<file path="src/rtl/multicycle_ctrl.sv">
// Multicycle instruction-sequencing controller.
// Walks FETCH -> DECODE -> EXEC -> (MEM) -> (WB) per instruction, issues the
// datapath strobes and counts retired instructions.
// Optional feature: define ILLEGAL_TRAP_EN to halt in TRAP on an unknown
// opcode; otherwise unknown opcodes retire as NOPs and Trap is tied low.
//
// state  | meaning
// FETCH  | instruction read on the shared memory port, wait for mem_ready
// DECODE | one-cycle opcode classification
// EXEC   | ALU cycle; branches retire here
// MEM    | data access on the shared port; stores retire here
// WB     | register file write-back, retire
// TRAP   | illegal opcode halt, left only by rst
module multicycle_ctrl (
  input  logic        clk,
  input  logic        rst,
  input  logic [6:0]  OpCode,
  input  logic        mem_ready,
  output logic        MemReq,
  output logic        MemIsData,
  output logic        IRWr,
  output logic        PCWr,
  output logic        RUWr,
  output logic        DMWr,
  output logic [2:0]  State,
  output logic [31:0] Instret,
  output logic        Trap
);

  typedef enum logic [2:0] {
    S_FETCH  = 3'd0,
    S_DECODE = 3'd1,
    S_EXEC   = 3'd2,
    S_MEM    = 3'd3,
    S_WB     = 3'd4,
    S_TRAP   = 3'd5
  } state_t;

  localparam logic [6:0] OP_R      = 7'b0110011;
  localparam logic [6:0] OP_I      = 7'b0010011;
  localparam logic [6:0] OP_LOAD   = 7'b0000011;
  localparam logic [6:0] OP_STORE  = 7'b0100011;
  localparam logic [6:0] OP_BRANCH = 7'b1100011;
  localparam logic [6:0] OP_JALR   = 7'b1100111;
  localparam logic [6:0] OP_JAL    = 7'b1101111;
  localparam logic [6:0] OP_LUI    = 7'b0110111;
  localparam logic [6:0] OP_AUIPC  = 7'b0010111;

  state_t      state_q, state_d;
  logic [31:0] instret_q, instret_d;
  logic        retire;
  logic        legal;
  logic        is_load, is_store, is_branch;

  // Opcode classification
  always_comb begin
    legal = 1'b0;
    case (OpCode)
      OP_R, OP_I, OP_LOAD, OP_STORE, OP_BRANCH,
      OP_JALR, OP_JAL, OP_LUI, OP_AUIPC: legal = 1'b1;
      default:                           legal = 1'b0;
    endcase
    is_load   = (OpCode == OP_LOAD);
    is_store  = (OpCode == OP_STORE);
    is_branch = (OpCode == OP_BRANCH);
  end

  // Next-state and strobe decode; rst masks every strobe in the reset cycle
  always_comb begin
    state_d   = state_q;
    MemReq    = 1'b0;
    MemIsData = 1'b0;
    IRWr      = 1'b0;
    PCWr      = 1'b0;
    RUWr      = 1'b0;
    DMWr      = 1'b0;
    retire    = 1'b0;
    case (state_q)
      S_FETCH: begin
        MemReq = 1'b1;
        if (mem_ready) begin
          IRWr    = 1'b1;
          state_d = S_DECODE;
        end
      end
      S_DECODE: begin
        if (legal) begin
          state_d = S_EXEC;
        end else begin
`ifdef ILLEGAL_TRAP_EN
          state_d = S_TRAP;
`else
          PCWr    = 1'b1;
          retire  = 1'b1;
          state_d = S_FETCH;
`endif
        end
      end
      S_EXEC: begin
        if (is_load || is_store) begin
          state_d = S_MEM;
        end else if (is_branch) begin
          PCWr    = 1'b1;
          retire  = 1'b1;
          state_d = S_FETCH;
        end else begin
          state_d = S_WB;
        end
      end
      S_MEM: begin
        MemReq    = 1'b1;
        MemIsData = 1'b1;
        DMWr      = is_store;
        if (mem_ready) begin
          if (is_store) begin
            PCWr    = 1'b1;
            retire  = 1'b1;
            state_d = S_FETCH;
          end else begin
            state_d = S_WB;
          end
        end
      end
      S_WB: begin
        RUWr    = 1'b1;
        PCWr    = 1'b1;
        retire  = 1'b1;
        state_d = S_FETCH;
      end
      S_TRAP: begin
`ifdef ILLEGAL_TRAP_EN
        state_d = S_TRAP;
`else
        state_d = S_FETCH;
`endif
      end
      default: state_d = S_FETCH;
    endcase

    if (rst) begin
      state_d   = S_FETCH;
      MemReq    = 1'b0;
      MemIsData = 1'b0;
      IRWr      = 1'b0;
      PCWr      = 1'b0;
      RUWr      = 1'b0;
      DMWr      = 1'b0;
      retire    = 1'b0;
    end
  end

  // Retire counter, wraps naturally at 2^32
  always_comb begin
    instret_d = retire ? instret_q + 32'd1 : instret_q;
  end

  // State and counter registers
  always_ff @(posedge clk) begin
    if (rst) begin
      state_q   <= S_FETCH;
      instret_q <= 32'd0;
    end else begin
      state_q   <= state_d;
      instret_q <= instret_d;
    end
  end

  assign State   = state_q;
  assign Instret = instret_q;

`ifdef ILLEGAL_TRAP_EN
  assign Trap = (state_q == S_TRAP);
`else
  assign Trap = 1'b0;
`endif

endmodule

</file>
<file path="config.mk">
export PLATFORM = sky130hd
export DESIGN_NAME = multicycle_ctrl
export DESIGN_NICKNAME = d
export VERILOG_FILES = /design/src/rtl/multicycle_ctrl.sv
export SDC_FILE = /design/constraint.sdc
export NUM_CORES = 1
export LEC_CHECK = 0
export ABC_AREA = 1
export BUFFER_PORTS_ARGS = -buffer_cell sky130_fd_sc_hd__buf_2
export CAP_MARGIN = 20
export CORE_MARGIN = 2
export CORE_UTILIZATION = 55
export CTS_BUF_LIST = sky130_fd_sc_hd__clkbuf_8
export DETAILED_ROUTE_END_ITERATION = 8
export GPL_ROUTABILITY_DRIVEN = 0
export PLACE_DENSITY_LB_ADDON = 0.08
export SLEW_MARGIN = 20
export SYNTH_ARGS = -nofsm -noshare
export SYNTH_HDL_FRONTEND = slang
export SYNTH_SLANG_ARGS = --single-unit
</file>
<file path="constraint.sdc">
create_clock -name clk -period 2.1 [get_ports clk]
set_input_delay 0.315 -clock clk [delete_from_list [all_inputs] [get_ports clk]]
set_output_delay 0.315 -clock clk [all_outputs]
set_load 0.03 [all_outputs]
</file>
## Word level (Yosys, flattened, before mapping)

Index checks and enable logic that the tools add are counted.

- Bits of input ports: 10
- Output and inout bits: 42
- Logic and storage cells: 49
- Bits in registers: 35

- Equality and inequality tests: 15
- Reductions and logical operators: 5
- Muxes and demuxes: 26
- Add/subtract/negate cells: 1

Operators by type and width:

| operator | count |
|---|---|
| adder 32 x 1 -> 32 bit (second input constant) | 1 |
| == test 7 x 6 -> 1 bit (second input constant) | 3 |
| == test 7 bit (second input constant) | 3 |
| two-way mux 1 bit | 18 |
| two-way mux 3 bit | 5 |
| == test 7 x 5 -> 1 bit (second input constant) | 2 |
| one-hot mux 3 bit (4 select lines) | 1 |
| OR reduction 9 bit | 1 |
| == test 7 x 2 -> 1 bit (second input constant) | 1 |
| == test 3 x 2 -> 1 bit (second input constant) | 2 |
| inequality test 2 bit (second input constant) | 2 |
| one-hot mux 1 bit (4 select lines) | 1 |
| == test 3 x 1 -> 1 bit (second input constant) | 1 |
| == test 3 bit (second input constant) | 1 |
| logical NOT 3 bit | 1 |
| two-way mux 2 bit | 1 |
| AND reduction 2 bit | 1 |
| OR reduction 2 bit | 1 |
| logical OR 1 bit | 1 |

## Depth between registers and ports, before layout

- Depth after elaboration: 6
- Gate-level depth with buffers: 13

## Worst setup path before layout

Ideal clock, no wire load.

- Kind: reg-to-output
- Start point: register state_q[0], in the netlist State[0]
- End point: output port DMWr
- Arrival: 1.746 ns
- Cell stages (with the launch flop): 3
- Path slack: 0.039 ns
- Cells stage by stage: dfxtp_1 > nand3_2 > nor4_1

- Word-level cells in the longest chain between the ends: 3

RTL lines:

| what | line | RTL |
|---|---|---|
| from (decl) | 49 | `state_t state_q, state_d;` |
| from (signal assigned) | 163 | `state_q <= state_d;` |
| == test 3 x 2 -> 1 bit | 78 | `case (state_q)` |
| two-way mux 1 bit | 78 |  |
| two-way mux 1 bit | 140 | `if (rst) begin` |
| to (decl) | 24 | `output logic DMWr,` |

No other way between the ends.

## Worst setup path after layout

- Start point: register state_q[1], in the netlist State[1]
- End point: output port PCWr

- Word-level cells in the longest chain between the ends: 3
- Elaborated cells on any way between the ends: 6
- Classes of those cells: 4 x eq/ne; 2 x mux

RTL lines:

| what | line | RTL |
|---|---|---|
| == test 3 bit, or another cell as far along | 78 |  |
| one-hot mux 1 bit (4 select lines) * | 78 |  |
| two-way mux 1 bit * | 140 |  |
| to (decl) | 22 | `output logic PCWr,` |

Every way passes the cells marked *; elsewhere a longest branch is shown, timed or not.

==> summary.md <==
| Metric | Value |
|---|---|
| Die Wd | 70.19 µm |
| Vias in the first global route | 2286 |
| Maximum clock path buffer count | 2 |
| CTS clk-pin slew, worst paths | 0.07 ns |
| DP Area | between 0.002 and 0.003 mm² |
| YS warnings | 0 |
| Initial DRC Count | 148 |
| # resized after CTS | 0 |
| Synth Instances | 413 |
| Synthesis-stage register bit count | 35 |
| Setup tns final | 0 ns |
| Peak supply drop | between 0.2 and 0.3 mV |
| Largest net degree at the start of global routing | 33 |
| Remaining DRCs | 0 |
| Power per Cell Area | 463.7 mW/mm² |
| CTS Buf Count | 5 |
| Register area share after synthesis | 0.2908 |
| Crit Path Max Fanout | 10 |
| CTS tree | yes |
| Total Routing Usage GR | 0.2479 |
| RSZ-0062 raised after global routing | false |
| Main synth FF type | dfxtp_1 |
| Ant. Diodes | 0 |
| Port bufs | 50 |
| Drt via density | 5.146 |
| Hold crit path type | input port to register |
| Comb power frac | 0.119 |
| Sequential share of power | 0.532 |
| Worst EP required | 1.78 ns |
| Site row count | 24 |
| Cell-internal power | 928.1 µW |
| Worst-path cell chain | nand3_2 > nor2_1 > nand2_1 > nand2_1 > inv_2 > nand3_4 > nand2_4 > inv_2 > buf_2 |
| CP bufs+invs | 3 |
| Placed Cells | 508 |
| Initial antenna violation count | 0 |
| Most frequent cells in the layout | 140 x nand2_1, 83 x nor2_1, 50 x buf_2, 37 x inv_1 |
| Final WL | 5956 µm |
| Static leakage | 1.203 nW |
| H-tree Lvls | 2 |
| Crit share post-route | 0.9320 |
| FMAX | between 500 and 600 MHz |
| Final setup fails | 0 |
| Yosys cell types | 31 |
| Max Transition Viols Final | 0 |
| Core area | between 0.004 and 0.005 mm² |
| First-pass GRT wire length | 9970 µm |
| Final hold viol count | 0 |
| Die Height | 70.19 µm |
| Post-CTS Setup Bufs | 0 |
| Final ANT Viol Nets | 0 |
| Clock Power Share | 0.348 |
| Clock skew | 0.003431 ns |
| Avg WL per Cell | 11.59 µm |
| Max-cap violations | 0 |
| Leading cell type in the layout, fill and taps excluded | nand2_1 |
| Cts hold-fix bufs | 0 |
| Status | completed |
| FFs w/ async S/R, synth | 0 |
| Non-filler cells, final | 514 |
| CTS Sinks | 35 |
| Max stage delay on crit path | 0.43 ns |
| HPWL after detailed placement | approximately 4500 µm |
| Vias | ~2600 |
| Synthesized net count | 424 |
| CP Class | register to primary output |
| P_sw | 347.1 µW |
| CP max-delay cell | dfxtp_1 |
| Iteration count of the initial detailed-routing pass | 4 |
| Layout cells sized above 1 | 0.1861 |
| Initial Util | 0.5612 |
| Root buffer cell | clkbuf_8 |
| Area Overhead vs Synth | 14.12% |
| Die area | ~0.005 mm² |
| CP startpoint kind | register |
| Post-synthesis cell area | 0.002410 mm² |
| Skew-Pair Late Insertion Delay | 0.29 ns |
| Arrival time worst endpoint | about 1.6 ns |
| Nets | between 400 and 500 |
| Post-synth EDFFs | 0 |
| Sw frac | 0.2722 |
| Grt total ovfl | 0 |
| Avg Cell Area, Syn | between 5 and 6 µm² |
| Post-route cell area | 0.002750 mm² |
| Top Ports | 52 |
| Crit path time final | 1.957 ns |
| Cell family with most CP delay | simple AND/OR/NAND/NOR gates |
| Crit. End Element | primary output |
## per-stage QoR
step	utilization	power [mW]	setup WS, ns	hold slack [ns]
finish	0.6404	1.275	0.1427	0.3813
global route	0.6404	1.320	0.003520	0.4221
CTS	0.6396	1.292	0.1198	0.3756
detailed placement	0.6227	0.8447	0.3053	0.4933
global placement	0.6227	0.8410	0.3176	0.4822
floorplan	-	0.8147	0.03867	0.5343
## logic make-up after synthesis
| logic type | count (synthesis) | synth area share |
|---|---|---|
| XOR/XNOR | 3 | 0.01091 |
| AO/OA/AOI/OAI | 24 | 0.05348 |
| AND/OR/NAND/NOR | 297 | 0.5421 |
| buffers and inverters | 52 | 0.09605 |
| other | 1 | 0.001556 |
| flip-flops | 35 | 0.2908 |
| adder cells (fa/ha/maj) | 1 | 0.005191 |
## sequential cells by signal (all words and copies together), names as in the netlist
name and flops:
Instret 32, State 3
## Yosys cell counts (2+ instances only)
cell	count	share of area
nand3_2	3	0.012
nor3_1	3	0.0062
nor2_2	9	0.023
nand2_1	140	0.22
nand2_2	3	0.0078
nand4_1	5	0.013
a21oi_1	21	0.044
nor2_4	3	0.014
buf_4	2	0.0062
nand3b_1	9	0.028
inv_1	36	0.056
nand3_1	34	0.071
dfxtp_1	35	0.29
clkbuf_1	3	0.0047
nor2_1	84	0.13
xor2_1	2	0.0073
buf_2	2	0.0042
buf_6	2	0.0093
inv_2	5	0.0078
## routing by layer
| layer | track usage | part of all wire | vias to the layer above | wire length (µm) |
|---|---|---|---|---|
| li1 | - | - | 1383 | - |
| met1 | 0.3372 | 0.48 | 1186 | 2863 |
| met2 | 0.4053 | 0.46 | 70 | 2761 |
| met3 | 0.03319 | 0.047 | 6 | 281 |
| met4 | 0.08333 | 0.0084 | 0 | 50 |
| met5 | 0 | 0 | - | 0 |
## worst min-delay path: stages
cell and delay (ns):
buf_2 0.09, inv_1 0.06, nand4_1 0.10, a21oi_1 0.07
## cell type report
cell class	instances	area, µm²
inverters	42	157.7
repair buffers	53	272.8
clock inverters	1	3.754
multi-input cells	326	1480
well taps	52	65.06
clock buffers	5	68.82
flip-flops and latches	35	701.9
fillers	473	1544
## worst paths after layout
check	start	end	slack (ns)	depth (start not counted)
min reg2reg	Instret[31]	Instret[31]	0.50	2
max	State[1]	PCWr	0.14	9
max reg2reg	Instret[0]	Instret[22]	0.29	12
min	mem_ready	State[0]	0.38	4
## power by group through the flow
| stage | logic, mW | clock network (mW) | registers, mW |
|---|---|---|---|
| 6_report | 0.152 | 0.444 | 0.679 |
| 5_1_grt | 0.169 | 0.472 | 0.679 |
| 4_1_cts | 0.152 | 0.462 | 0.678 |
| 3_5_place_dp | 0.152 | 0 | 0.693 |
| 3_3_place_gp | 0.148 | 0 | 0.693 |
| 2_1_floorplan | 0.109 | 0 | 0.705 |
Note: power is estimated with default switching activity, not from simulation.
